**src/rtl/wb_intercon_np.sv**
```systemverilog
// Single-master, N-slave Wishbone classic interconnect with registered decode,
// bus error on unmapped addresses or slave watchdog timeout, and fault address capture.
module wb_intercon_np #(
  parameter int DATA_WIDTH = 16,
  parameter int ADDR_WIDTH = 32,
  parameter int NUM_SLAVES = 4,
  parameter logic [NUM_SLAVES*ADDR_WIDTH-1:0] SLAVE_ADDR =
    {32'h1000_0000, 32'hF000_0008, 32'hF000_0000, 32'h0000_1000},
  parameter logic [NUM_SLAVES*ADDR_WIDTH-1:0] SLAVE_MASK =
    {32'hFFFF_F000, 32'hFFFF_FFF8, 32'hFFFF_FFFC, 32'hFFFF_F000},
  parameter int TIMEOUT    = 255
) (
  input  logic                             clk_i,
  input  logic                             rst_i,
  input  logic [ADDR_WIDTH-1:0]            wbm_adr_i,
  input  logic [DATA_WIDTH-1:0]            wbm_dat_i,
  output logic [DATA_WIDTH-1:0]            wbm_dat_o,
  input  logic [DATA_WIDTH/8-1:0]          wbm_sel_i,
  input  logic                             wbm_we_i,
  input  logic                             wbm_cyc_i,
  input  logic                             wbm_stb_i,
  output logic                             wbm_ack_o,
  output logic                             wbm_err_o,
  output logic [ADDR_WIDTH-1:0]            wbs_adr_o,
  output logic [DATA_WIDTH-1:0]            wbs_dat_o,
  output logic [DATA_WIDTH/8-1:0]          wbs_sel_o,
  output logic                             wbs_we_o,
  output logic [NUM_SLAVES-1:0]            wbs_cyc_o,
  output logic [NUM_SLAVES-1:0]            wbs_stb_o,
  input  logic [NUM_SLAVES*DATA_WIDTH-1:0] wbs_dat_i,
  input  logic [NUM_SLAVES-1:0]            wbs_ack_i,
  input  logic [NUM_SLAVES-1:0]            wbs_err_i,
  output logic [ADDR_WIDTH-1:0]            err_adr_o
);

  localparam int WDOG_W = (TIMEOUT > 0) ? $clog2(TIMEOUT + 1) : 1;
  localparam logic [WDOG_W-1:0] WDOG_LAST = WDOG_W'(TIMEOUT - 1);

  typedef enum logic [1:0] {IDLE, BUSY, ERR} state_t;

  state_t                  state, state_next;
  logic [NUM_SLAVES-1:0]   grant, grant_next;
  logic [WDOG_W-1:0]       wdog, wdog_next;
  logic [ADDR_WIDTH-1:0]   err_adr_next;
  logic [NUM_SLAVES-1:0]   hit_onehot;
  logic                    hit_any;
  logic                    slv_ack, slv_err;
  logic [DATA_WIDTH-1:0]   slv_dat;

  assign wbs_adr_o = wbm_adr_i;
  assign wbs_dat_o = wbm_dat_i;
  assign wbs_sel_o = wbm_sel_i;
  assign wbs_we_o  = wbm_we_i;

  // grant is only non-zero in BUSY, so it doubles as the per-slave cyc/stb
  assign wbs_cyc_o = grant;
  assign wbs_stb_o = grant;

  always_comb begin
    hit_any    = 1'b0;
    hit_onehot = '0;
    for (int unsigned k = 0; k < NUM_SLAVES; k++) begin
      if (!hit_any &&
          ((wbm_adr_i & SLAVE_MASK[k*ADDR_WIDTH +: ADDR_WIDTH]) ==
           (SLAVE_ADDR[k*ADDR_WIDTH +: ADDR_WIDTH] & SLAVE_MASK[k*ADDR_WIDTH +: ADDR_WIDTH]))) begin
        hit_any       = 1'b1;
        hit_onehot[k] = 1'b1;
      end
    end
  end

  always_comb begin
    slv_ack = |(wbs_ack_i & grant);
    slv_err = |(wbs_err_i & grant);
    slv_dat = '0;
    for (int unsigned k = 0; k < NUM_SLAVES; k++) begin
      if (grant[k]) slv_dat = slv_dat | wbs_dat_i[k*DATA_WIDTH +: DATA_WIDTH];
    end
  end

  always_comb begin
    state_next   = state;
    grant_next   = grant;
    wdog_next    = wdog;
    err_adr_next = err_adr_o;
    wbm_ack_o    = 1'b0;
    wbm_err_o    = 1'b0;
    wbm_dat_o    = '0;
    case (state)
      IDLE: begin
        if (wbm_cyc_i && wbm_stb_i) begin
          if (hit_any) begin
            grant_next = hit_onehot;
            wdog_next  = '0;
            state_next = BUSY;
          end else begin
            err_adr_next = wbm_adr_i;
            state_next   = ERR;
          end
        end
      end
      BUSY: begin
        wbm_dat_o = slv_dat;
        if (!wbm_cyc_i) begin
          grant_next = '0;
          state_next = IDLE;
        end else if (slv_err) begin
          wbm_err_o    = 1'b1;
          err_adr_next = wbm_adr_i;
          grant_next   = '0;
          state_next   = IDLE;
        end else if (slv_ack) begin
          wbm_ack_o  = 1'b1;
          grant_next = '0;
          state_next = IDLE;
        end else if (TIMEOUT != 0 && wdog == WDOG_LAST) begin
          wbm_err_o    = 1'b1;
          err_adr_next = wbm_adr_i;
          grant_next   = '0;
          state_next   = IDLE;
        end else if (wdog != '1) begin
          wdog_next = wdog + WDOG_W'(1);
        end
      end
      ERR: begin
        wbm_err_o  = 1'b1;
        state_next = IDLE;
      end
      default: begin
        grant_next = '0;
        state_next = IDLE;
      end
    endcase
  end

  always_ff @(posedge clk_i or posedge rst_i) begin
    if (rst_i) begin
      state     <= IDLE;
      grant     <= '0;
      wdog      <= '0;
      err_adr_o <= '0;
    end else begin
      state     <= state_next;
      grant     <= grant_next;
      wdog      <= wdog_next;
      err_adr_o <= err_adr_next;
    end
  end

endmodule

```
**config.mk**
```make
export PLATFORM = sky130hd
export DESIGN_NAME = wb_intercon_np
export DESIGN_NICKNAME = d
export VERILOG_FILES = /design/src/rtl/wb_intercon_np.sv
export SDC_FILE = /design/constraint.sdc
export NUM_CORES = 1
export LEC_CHECK = 0
export BUFFER_PORTS_ARGS = -buffer_cell sky130_fd_sc_hd__clkbuf_2
export CAP_MARGIN = 10
export CORE_AREA = 2 2 92 94
export DETAILED_ROUTE_END_ITERATION = 6
export DIE_AREA = 0 0 94 96
export MAX_ROUTING_LAYER = met4
export PLACE_DENSITY_LB_ADDON = 0.25
export REMOVE_ABC_BUFFERS = 1
export SLEW_MARGIN = 40
export SYNTH_ARGS = -nofsm -noshare
export SYNTH_HDL_FRONTEND = slang
export SYNTH_SLANG_ARGS = --single-unit
```
**constraint.sdc**
```tcl
create_clock -name clk_i -period 4.13 [get_ports clk_i]
set_clock_uncertainty 0.1 [all_clocks]
set_input_delay 0.2065 -clock clk_i [delete_from_list [all_inputs] [get_ports clk_i]]
set_output_delay 0.2065 -clock clk_i [all_outputs]
set_load 0.01 [all_outputs]
```
* Yosys cells after proc, flatten, opt, wreduce, memory -nomap -nowiden
Index checks and enable logic that the tools add are counted.
** Cells by class
- $add $sub $neg :: 1
- Eq/ne operators :: 19
- Muxes and demuxes :: 50
- Bitwise logic cells :: 6
- Reductions and logical operators :: 15
** Operators with widths (number)
- $mux W32 :: 6
- $mux W16 :: 5
- $pmux W32 S2 :: 1
- $mux W8 :: 7
- $or A16 B16 Y16 :: 3
- $eq A30 B30 Y1 const B :: 1
- $eq A29 B29 Y1 const B :: 1
- $mux W4 :: 6
- $eq A20 B1 Y1 const B :: 1
- $eq A20 B17 Y1 const B :: 1
- $ne A2 B2 Y1 const B :: 8
- $pmux W8 S2 :: 1
- $mux W1 :: 15
- $mux W2 :: 6
- $pmux W4 S3 :: 1
- $add A8 B1 Y8 const B :: 1
- $and A4 B4 Y4 :: 2
- $eq A8 B8 Y1 const B :: 1
- $ne A8 B8 Y1 const B :: 1
- $reduce_and A8 Y1 :: 1
- $reduce_or A4 Y1 :: 2
- $ne A3 B3 Y1 const B :: 2
- $reduce_and A6 Y1 :: 1
- $ne A5 B5 Y1 const B :: 1
- 11 further kinds :: 16
** Storage, ports and cells
- Flip-flop bits (word level) :: 46
- Bits of input ports :: 127
- Output and inout port bits :: 109
- Word-level logic and storage cells :: 95

* Longest topological paths before layout
Gate-level depths: netlist of run 1.
- Depth in word-level cells :: 14
- Depth in mapped cells :: 9
- Depth with buffers taken out :: 8

* Least setup slack after synthesis of run 1
Ideal clock, no wire load.
- Kind :: register -> register
- Start :: register state[1]
- End :: register grant[1], in the netlist wbs_cyc_o[1]
- Library setup time :: 104 ps
- Data arrival time :: 1962 ps
- Required time :: 3926 ps
- Path slack :: 1965 ps
- Cell stages (with the launch flop) :: 10
- Buffers on the path :: 1
- Clock period less this slack :: 2165 ps
- Path through :: dfrtp_1 > inv_1 > ha_1 > clkbuf_1 > nand2_1 > and3b_1 > a31oi_1 > nand2b_1 > or2_1 > o41ai_2
** On the way
- Word-level cells in the longest chain between the ends :: 3
- Elaborated cells between the ends (all ways) :: 9
- Those cells by class :: eq/ne (5); mux (1); bitwise (1); reduce/logical (2)
** RTL lines
- from (decl) :: line 41 : state_t state, state_next;
- from (signal assigned) :: line 143 : state <= state_next;
- $eq A2 B1 Y1, or another cell as far along :: line 89 : case (state)
- $ne A5 B5 Y1 (no source line), or another cell as far along
- $reduce_and A4 Y1 (no source line)
- to (signal assigned) :: line 144 : grant <= grant_next;
- to (decl) :: line 42 : logic [NUM_SLAVES-1:0] grant, grant_next;
Several ways; a longest one is shown, not always the timed one.
A chain may end at the register's enable or synchronous reset.

* Worst setup path after layout of run 1
- Start :: register state[1]
- End :: register wdog[6]
** On the way
- Word-level cells in the longest chain between the ends :: 3
- Elaborated cells between the ends (all ways) :: 12
- Those cells by class :: eq/ne (8); mux (1); reduce/logical (3)
** RTL lines
- $eq A2 B1 Y1 or $logic_not A2 Y1 (tied branches) :: line 89
- $ne A2 B2 Y1 (no source line) or $reduce_bool A2 Y1 (tied branches)
- $reduce_and A8 Y1 (no source line)
- to (signal assigned) :: line 145 : wdog <= wdog_next;
- to (decl) :: line 43 : logic [WDOG_W-1:0] wdog, wdog_next;
Several ways; a longest one is shown, not always the timed one.

==> results of run 1 <==
-- power by group through the flow --
stage	logic, uW	clock network (uW)	registers, uW
after global placement	670	0	727
final	674	275	725
after CTS	686	285	726
after detailed placement	685	0	733
after floorplan	284	0	798
after global routing	742	305	748
-- cell type report --
type                    instances  area, um2
inverters                      10       40.0
fillers                       801       4240
well taps                     105        131
clock inverters                 2       13.8
repair buffers                200       1010
multi-input cells             181       1390
clock buffers                   6       72.6
flip-flops and latches         46       1150
-- worst reg2reg max path, delay by kind of cell, from the launching register on --
kind	cells	cell delay, ns
AO/OA/AOI/OAI	2	0.64
buffers and inverters	2	0.54
AND/OR/NAND/NOR	2	0.68
adder cells (fa/ha/maj)	1	0.37
flip-flops	1	0.38
-- metal layers --
metal | GRT usage, % | part of all wire [%]
met2 | 29.6 | 47
met1 | 21.1 | 41
met3 | 7.52 | 12
met4 | 5.07 | 1.0
met5 | - | 0
-- placed cells by master, fill, tap and decap left out, drive strengths merged, types with 3 or more instances in the layout --
master	netlist	final
a21oi	19	19
a22oi	34	34
clkbuf	7	203
dfrtp	46	46
ha	5	5
inv	10	10
mux2	33	33
mux2i	3	3
nand2	15	15
nand3	14	14
nor2	6	6
nor3	7	7
nor4	4	4
o21ai	7	7
o31ai	4	4
or2	3	3
or3	3	3
or4	3	3
-- stage by stage --
| step | instances | util (%) | setup slack, ns | power, uW | hold slack (ns) |
|---|---|---|---|---|---|
| floorplan | 237 | - | 1.23 | 1080 | 0.200 |
| global placement | 541 | 46.1 | 1.48 | 1400 | 0.313 |
| detailed placement | 541 | 46.2 | 1.36 | 1420 | 0.213 |
| CTS | 550 | 47.4 | 1.37 | 1700 | 0.0281 |
| global route | 550 | 47.4 | 1.18 | 1790 | 0.0225 |
| finish | 550 | 47.4 | 1.35 | 1670 | 0.0356 |
-- cell families (layout without fill, tap and decap cells) --
kind of cell    count (synthesis)  in the layout  synth area share, %
xor+xnor                        1              1                0.285
compound gates                 74             74                 17.4
flops                          46             46                 37.4
buf+inv                        80            218                 17.3
fa+ha+maj                       5              5                 2.03
simple gates                   65             65                 12.6
mux                            36             36                 13.0
-- final timing paths --
check / startpoint / endpoint / slack (ns) / depth (start not counted)
max: state[1] / wdog[6] / 1.35 / 7
min in group asynchronous: rst_i / err_adr_o[21] / 0.41 / 3
max reg2reg: state[1] / wdog[6] / 1.35 / 7
min: wbm_adr_i[1] / err_adr_o[1] / 0.04 / 2
min reg2reg: err_adr_o[1] / err_adr_o[1] / 0.40 / 1
max in group asynchronous: rst_i / wbs_cyc_o[3] / 3.12 / 3
-- state kept, by name, indices dropped and copies added (netlist names) --
| register | flops |
|---|---|
| err_adr_o | 32 |
| wbs_cyc_o | 4 |
| wdog | 8 |
| state | 2 |
-- what timing repair did --
item,4_1_cts,5_1_grt
setup buffers,0,0
endpoints found under the hold margin,46,0
gates resized for setup,0,0
hold buffers,1,0
==> flow_metrics.tcl, run 1 <==
set metrics [dict create \
    worst_slew_pin_slew_ns 0.816 \
    fin_setup_tns_ns 0 \
    critPathTopFamily "simple AND/OR/NAND/NOR gates" \
    synth.most_common_cell "buf_4" \
    ctsRootBufferMaster "clkbuf_8" \
    place_area_um2 3720 \
    internal-power_uw 1070 \
    synth_area_um2 3080 \
    ys_seq_elements 46 \
    crit_buf_inv 2 \
    grt_pass1_wl_um 12400 \
    cts_made_buffers 5 \
    crit_top_cell "inv_1" \
    max_slew_margin_pct 45.5 \
    io_pins 236 \
    vias_per_cell 5.25 \
    synth_warnings 0 \
    drtIter0Drc 101 \
    die_y_um 96 \
    detail-route-antenna-nets 0 \
    synth_cells 307 \
    synth_top_cells_by_area "dfrtp_1, buf_4, a22oi_1, mux2_1, mux2_2" \
    arrival_ns 2.91 \
    path_clk_slew_ns 0.08 \
    synth.top_cell.area_share_pct 37.4 \
    htreeDepth 2 \
    num-nets-final 576 \
    wl_um 8510 \
    wl_per_cell_um 15.5 \
    cts_tree "done" \
    die_w_um 94 \
    port_buffers 197 \
    worstSetupPathType "reg -> reg" \
    syn_area_per_cell_um2 10.0 \
    synth_edf_count 0 \
    clock_latency_ns 0.29 \
    grt_max_degree 47 \
    period_share_pct 67.3 \
    postLayoutCellArea_um2 3810 \
    ys.flop_type "dfrtp_1" \
    swShare_pct 35.9 \
    critical_path.max_fanout 25 \
    drive_gt1_share_pct 52.6 \
    hp-class "in -> reg" \
    outcome "completed" \
    rsz0062_at_grt "no" \
    cts_buffer_depth 2 \
    comb_power_share_pct 40.3 \
    cts_sinks 46 \
    slew_viol_final 0 \
    max_stage_delay_ns 0.57 \
    grt_pass1_vias 2525 \
    end_kind "register" \
    coreArea_um2 8050 \
    n_antenna_cell 0 \
    setup_violations 0 \
    worstPathCellList "inv_1 -> ha_1 -> inv_1 -> a21oi_1 -> o221ai_2 -> or4_1 -> nand3_1" \
    num_rows 33 \
    antenna_found_initial 0 \
    place_congestion 0.829 \
    vias 2886 \
    power_density_nw_per_um2 439 \
    drv_cap 0 \
    synth.distinct_cells 47 \
    start_util_pct 38.2 \
    leakage_uw 0.00189 \
    grt-ovfl-total 0 \
    ys_seq_area_share_pct 37.4 \
    grt_usage_pct 18.3 \
    yosys.area.top_type "dfrtp_1" \
    die_area_um2 9020 \
    fmax_ghz 0.360 \
    pwr-share-clk_pct 16.4 \
    hold_viol 0 \
    async_flop_share_pct 100 \
    drc_errors 0 \
    synth_common_cells "buf_4, dfrtp_1, a22oi_1, a21oi_1, mux2_1" \
    drtPass1Iterations 6 \
    area_delta_synth_final_pct 23.9 \
    critical_path.slowest_cell "or4_1" \
    power.net_switching_uw 601 \
    dp_hpwl_um 6630 \
    seq_power_share_pct 43.3 \
    peakVddDrop_mv 0.281 \
    worstPathRequired_ns 4.26 \
    min_period_ns 2.78 \
    start_kind "register" \
]
Power figures use the tool's default switching activity.
==> inputs of run 2 (changes only) <==
--- a/config.mk
+++ b/config.mk
@@ -7,9 +7,9 @@
 export LEC_CHECK = 0
 export BUFFER_PORTS_ARGS = -buffer_cell sky130_fd_sc_hd__clkbuf_2
 export CAP_MARGIN = 10
-export CORE_AREA = 2 2 92 94
+export CORE_AREA = 2 2 93 95
 export DETAILED_ROUTE_END_ITERATION = 6
-export DIE_AREA = 0 0 94 96
+export DIE_AREA = 0 0 95 97
 export MAX_ROUTING_LAYER = met4
 export PLACE_DENSITY_LB_ADDON = 0.25
 export REMOVE_ABC_BUFFERS = 1
==> constraint.sdc (replaced) <==
create_clock -name clk_i -period 2.9 [get_ports clk_i]
set_clock_uncertainty 0.1 [all_clocks]
set_input_delay 0.145 -clock clk_i [delete_from_list [all_inputs] [get_ports clk_i]]
set_output_delay 0.145 -clock clk_i [all_outputs]
set_load 0.01 [all_outputs]
==> flow_metrics.tcl, run 2 (synthesis gave the netlist of run 1 again) <==
set metrics [dict create \
    power_density_nw_per_um2 620 \
    ff2ff_path_depth 8 \
    coreArea_um2 8130 \
    leakage_uw 0.00198 \
    antenna_found_initial 0 \
    reg2reg_from "state[1]" \
    detail-route-antenna-nets 0 \
    die_w_um 95 \
    grt_pass1_wl_um 13600 \
    start_kind "primary input" \
    path_clk_slew_ns 0.09 \
    fmax_ghz 0.404 \
    largest_reg_flops 32 \
    drv_cap 0 \
    cts_setup_buffers 0 \
    vias 2898 \
    worstReg2RegEnd "wbs_cyc_o[1]" \
    cts_resized 0 \
    htreeDepth 2 \
    cts_buffer_depth 2 \
    num_rows 33 \
    cts_sinks 46 \
    grt_pass1_vias 2761 \
    end_kind "register" \
    period_share_pct 85.3 \
    arrival_ns 2.61 \
    grt-ovfl-total 0 \
    min_period_ns 2.47 \
    area_delta_synth_final_pct 30.6 \
    cts_made_buffers 5 \
    worstPathRequired_ns 3.04 \
    critical_path.max_fanout 14 \
    fin_util_pct 49.4 \
    cts_tree "done" \
    start_util_pct 37.8 \
    setup_violations 0 \
    wl_per_cell_um 16.0 \
    endpoint "wdog[6]" \
    place_congestion 0.835 \
    outcome "completed" \
    peakVddDrop_mv 0.493 \
    final_common_cell "clkbuf_2" \
    worstSetupPathType "in -> reg" \
    fillers 792 \
    drc_errors 0 \
    power_uw 2490 \
    cts_hold_buf 15 \
    worst_slew_pin_slew_ns 0.613 \
    drtPass1Iterations 4 \
    clock_latency_ns 0.30 \
    die_y_um 97 \
    num-nets-final 594 \
    ctsRootBufferMaster "clkbuf_8" \
    rsz0062_at_grt "no" \
    dp_hpwl_um 7090 \
    grt_usage_pct 19.4 \
    top_register "err_adr_o" \
    hp-class "in -> reg" \
    grt_max_degree 47 \
    die_area_um2 9220 \
    vias_per_cell 5.10 \
    final_cell_mix "clkbuf_2, dfrtp_1, a22oi_1, a21oi_1, mux2_1" \
    r2r_slack_ns 0.54 \
    port_buffers 197 \
    cp-startpoint "wbm_adr_i[6]" \
    wl_um 9060 \
    hold_viol 0 \
    drtIter0Drc 91 \
    slew_viol_final 0 \
    io_pins 236 \
    drive_gt1_share_pct 51.4 \
    n_antenna_cell 0 \
    max_slew_margin_pct 59.2 \
]
[run 2: cell count changes in the layout (fill, tap and decap cells not counted), sizes merged]
cell	change
clkinv	-2
bufinv	+1
clkinvlp	+1
buf	+4
dlygate4sd3	+14
[run 2: where the power goes]
part	switching [uW]	internal, uW	total, uW
registers	135	891	1030
clock network	220	257	477
logic	500	490	990
total	854	1640	2490
[run 2: metal layers]
metal  global-route usage [%]  vias to the layer above  share of wire [%]
li1                         -                     1374                  -
met1                     22.9                     1343                 40
met2                     32.0                      173                 48
met3                     5.84                        8                 10
met4                     4.91                        0                1.4
met5                        -                        -                  0
[run 2: layout make-up]
cell class	instances	area [um2]	area share, %
clock inverter	2	37.5	0.934
clock buffer	6	72.6	1.81
multi-input combinational	181	1390	34.7
sequential	46	1150	28.6
timing repair buffer	218	1190	29.7
tap	105	131	3.27
inverter	10	40.0	0.996
[run 2: worst min path at each step]
stage | startpoint | to | slack, ns | depth (start not counted)
floorplan | wbm_adr_i[2] | wbs_cyc_o[1] | 0.14 | 1
global placement | wbm_dat_i[10] | wbs_dat_o[10] | 0.19 | 0
detailed placement | rst_i | err_adr_o[21] | 0.14 | 2
CTS | wbm_adr_i[5] | err_adr_o[5] | 0.001 | 2
global route | wbm_adr_i[5] | err_adr_o[5] | 0.002 | 2
finish | wbm_adr_i[5] | err_adr_o[5] | 0.006 | 2
[run 2: metrics by stage]
| step | hold slack (ns) | std cells | TNS (ns) | cell area (um2) | setup WS (ns) |
|---|---|---|---|---|---|
| floorplan | 0.139 | 237 | -0.0559 | 2580 | -0.00329 |
| global placement | 0.190 | 545 | 0 | 3760 | 0.570 |
| detailed placement | 0.142 | 545 | 0 | 3760 | 0.514 |
| CTS | 0.00119 | 568 | 0 | 4020 | 0.418 |
| global route | 0.00196 | 568 | 0 | 4020 | 0.268 |
| finish | 0.00643 | 568 | 0 | 4020 | 0.425 |
[run 2: critical path, stage by stage]
cell           delay (ns)
dlygate4sd3_1        0.53
clkbuf_2             0.12
nor4_1               0.38
nand2_1              0.17
o31ai_2              0.33
o221ai_2             0.30
or4_1                0.53
nand3_1              0.10
==> inputs of run 3 (changes only) <==
--- a/config.mk
+++ b/config.mk
@@ -11,7 +11,7 @@
 export DETAILED_ROUTE_END_ITERATION = 6
 export DIE_AREA = 0 0 95 97
 export MAX_ROUTING_LAYER = met4
-export PLACE_DENSITY_LB_ADDON = 0.25
+export PLACE_DENSITY = 0.81
 export REMOVE_ABC_BUFFERS = 1
 export SLEW_MARGIN = 40
 export SYNTH_ARGS = -nofsm -noshare
==> flow_metrics.tcl, run 3 (synthesis gave the netlist of run 1 again) <==
set metrics [dict create \
    die_w_um 95 \
    setup_violations 0 \
    hp-class "in -> reg" \
    internal-power_uw 1550 \
    route.met2.wl_um 4630 \
    slew_viol_final 0 \
    worst_slew_pin_slew_ns 0.648 \
    path_clk_slew_ns 0.08 \
    grt_pass1_wl_um 13600 \
    area_delta_synth_final_pct 28.9 \
    comb_power_share_pct 41.0 \
    clock_latency_ns 0.30 \
    worstPathCellList "dlygate4sd3_1 -> clkbuf_2 -> nor3_1 -> nand4_2 -> nor3_2 -> o21ai_1 -> nand3_1 -> buf_12 -> mux2_2" \
    drtPass1Iterations 4 \
    cts_tree "done" \
    fmax_ghz 0.404 \
    fin_cells 566 \
    max_stage_delay_ns 0.53 \
    htreeDepth 2 \
    drive_gt1_share_pct 51.7 \
    worstPathRequired_ns 2.97 \
    r2r_slack_ns 0.48 \
    critPathTopFamily "simple AND/OR/NAND/NOR gates" \
    detail-route-antenna-nets 0 \
    period_share_pct 85.5 \
    antenna_found_initial 1 \
    top_register "err_adr_o" \
    cts_setup_buffers 0 \
    wl_met3_um 866 \
    crit_buf_inv 3 \
    wl_um 9240 \
    m1WireLength_um 3590 \
    final_common_cell "clkbuf_2" \
    wl_per_cell_um 16.3 \
    dp_hpwl_um 7430 \
    io_pins 236 \
    die_y_um 97 \
    leakage_uw 0.00197 \
    end_kind "register" \
    ff_latch_area_um2 1150 \
    vias 2903 \
    cts_made_buffers 5 \
    cts_buffer_depth 2 \
    grt-ovfl-total 0 \
    peakVddDrop_mv 0.463 \
    outcome "completed" \
    critical_path.slowest_cell "dlygate4sd3_1" \
    coreArea_um2 8130 \
    layout_setup_ws_ns 0.422 \
    ctsRootBufferMaster "clkbuf_8" \
    cp.depth 9 \
    largest_reg_flops 32 \
    place_congestion 0.807 \
    worstReg2RegEnd "wbs_cyc_o[1]" \
    top_layer_used "met4" \
    pwr-share-clk_pct 16.0 \
    grt_max_degree 47 \
    critical_path.max_fanout 28 \
    reg2reg_from "state[1]" \
    power.net_switching_uw 860 \
    vias_per_cell 5.13 \
    fillers 743 \
    num_rows 33 \
    port_buffers 197 \
    endpoint "err_adr_o[2]" \
    hold_slack_ns 0.0112 \
    num-nets-final 591 \
    drc_errors 0 \
    dp_slack_ns 0.520 \
    die_area_um2 9220 \
    ff2ff_path_depth 8 \
    worstSetupPathType "in -> reg" \
    final_cell_mix "clkbuf_2, dfrtp_1, a22oi_1, a21oi_1, mux2_1" \
    fin_setup_tns_ns 0 \
    drv_cap 0 \
    drtIter0Drc 113 \
    hold_viol 0 \
    grt_usage_pct 19.6 \
    seq_power_share_pct 42.9 \
    cp-startpoint "wbm_adr_i[13]" \
    start_util_pct 37.8 \
    min_period_ns 2.48 \
    multi_input_area_um2 1390 \
    swShare_pct 35.7 \
    place_inst 545 \
    max_slew_margin_pct 56.8 \
    power_density_nw_per_um2 607 \
    arrival_ns 2.55 \
    cts_sinks 46 \
    grt_pass1_vias 2778 \
    start_kind "primary input" \
    rsz0062_at_grt "no" \
]
run 3: cell count changes in the layout (fill, tap and decap cells not counted), sizes merged:
| cell | change |
|---|---|
| bufinv | -1 |
| clkinv | +2 |
| clkinvlp | -1 |
| diode | +1 |
| dlygate4sd3 | -3 |
run 3: final cells by class:
cell class / count / share of cell area [%]
Inverter: 10 / 1.01
Clock inverter: 2 / 0.347
Clock buffer: 6 / 1.83
Multi-Input combinational cell: 181 / 35.1
Timing Repair Buffer: 215 / 29.3
Antenna cell: 1 / 0.0631
Sequential cell: 46 / 29.0
Tap cell: 105 / 3.31
run 3: per-layer routing:
layer | vias to the layer above | track usage [%]
li1 | 1370 | -
met1 | 1340 | 21.1
met2 | 182 | 34.2
met3 | 11 | 6.31
met4 | 0 | 5.69
met5 | - | -
run 3: how the worst min path moves through the flow:
stage	start	cells past startpoint	slack [ns]	to
2_1_floorplan	wbm_adr_i[2]	1	0.14	wbs_cyc_o[1]
3_3_place_gp	wbm_dat_i[1]	0	0.19	wbs_dat_o[1]
3_5_place_dp	rst_i	2	0.15	wdog[2]
4_1_cts	wbm_adr_i[30]	2	0.00009	err_adr_o[30]
5_1_grt	wbm_adr_i[4]	2	0.001	err_adr_o[4]
6_report	wbm_adr_i[2]	2	0.01	wbs_cyc_o[1]
run 3: through the flow:
stage	utilization [%]	area (um2)	power, uW
after floorplan	-	2580	1540
after global placement	46.2	3760	1990
after detailed placement	46.2	3760	2030
after CTS	48.8	3970	2440
after global routing	48.8	3970	2570
final	48.8	3970	2410
run 3: power groups by stage:
| stage | clock, uW | sequential, uW | combinational [uW] |
|---|---|---|---|
| floorplan | 0 | 1140 | 405 |
| global placement | 0 | 1040 | 951 |
| detailed placement | 0 | 1050 | 988 |
| CTS | 402 | 1040 | 1000 |
| global route | 434 | 1070 | 1070 |
| finish | 386 | 1030 | 989 |
run 3: timing repair:
action / in CTS / in global routing
setup endpoints to repair: 0 / 0
resized for setup: 0 / 0
hold buffers: 12 / 0
hold endpoints to repair: 57 / 0
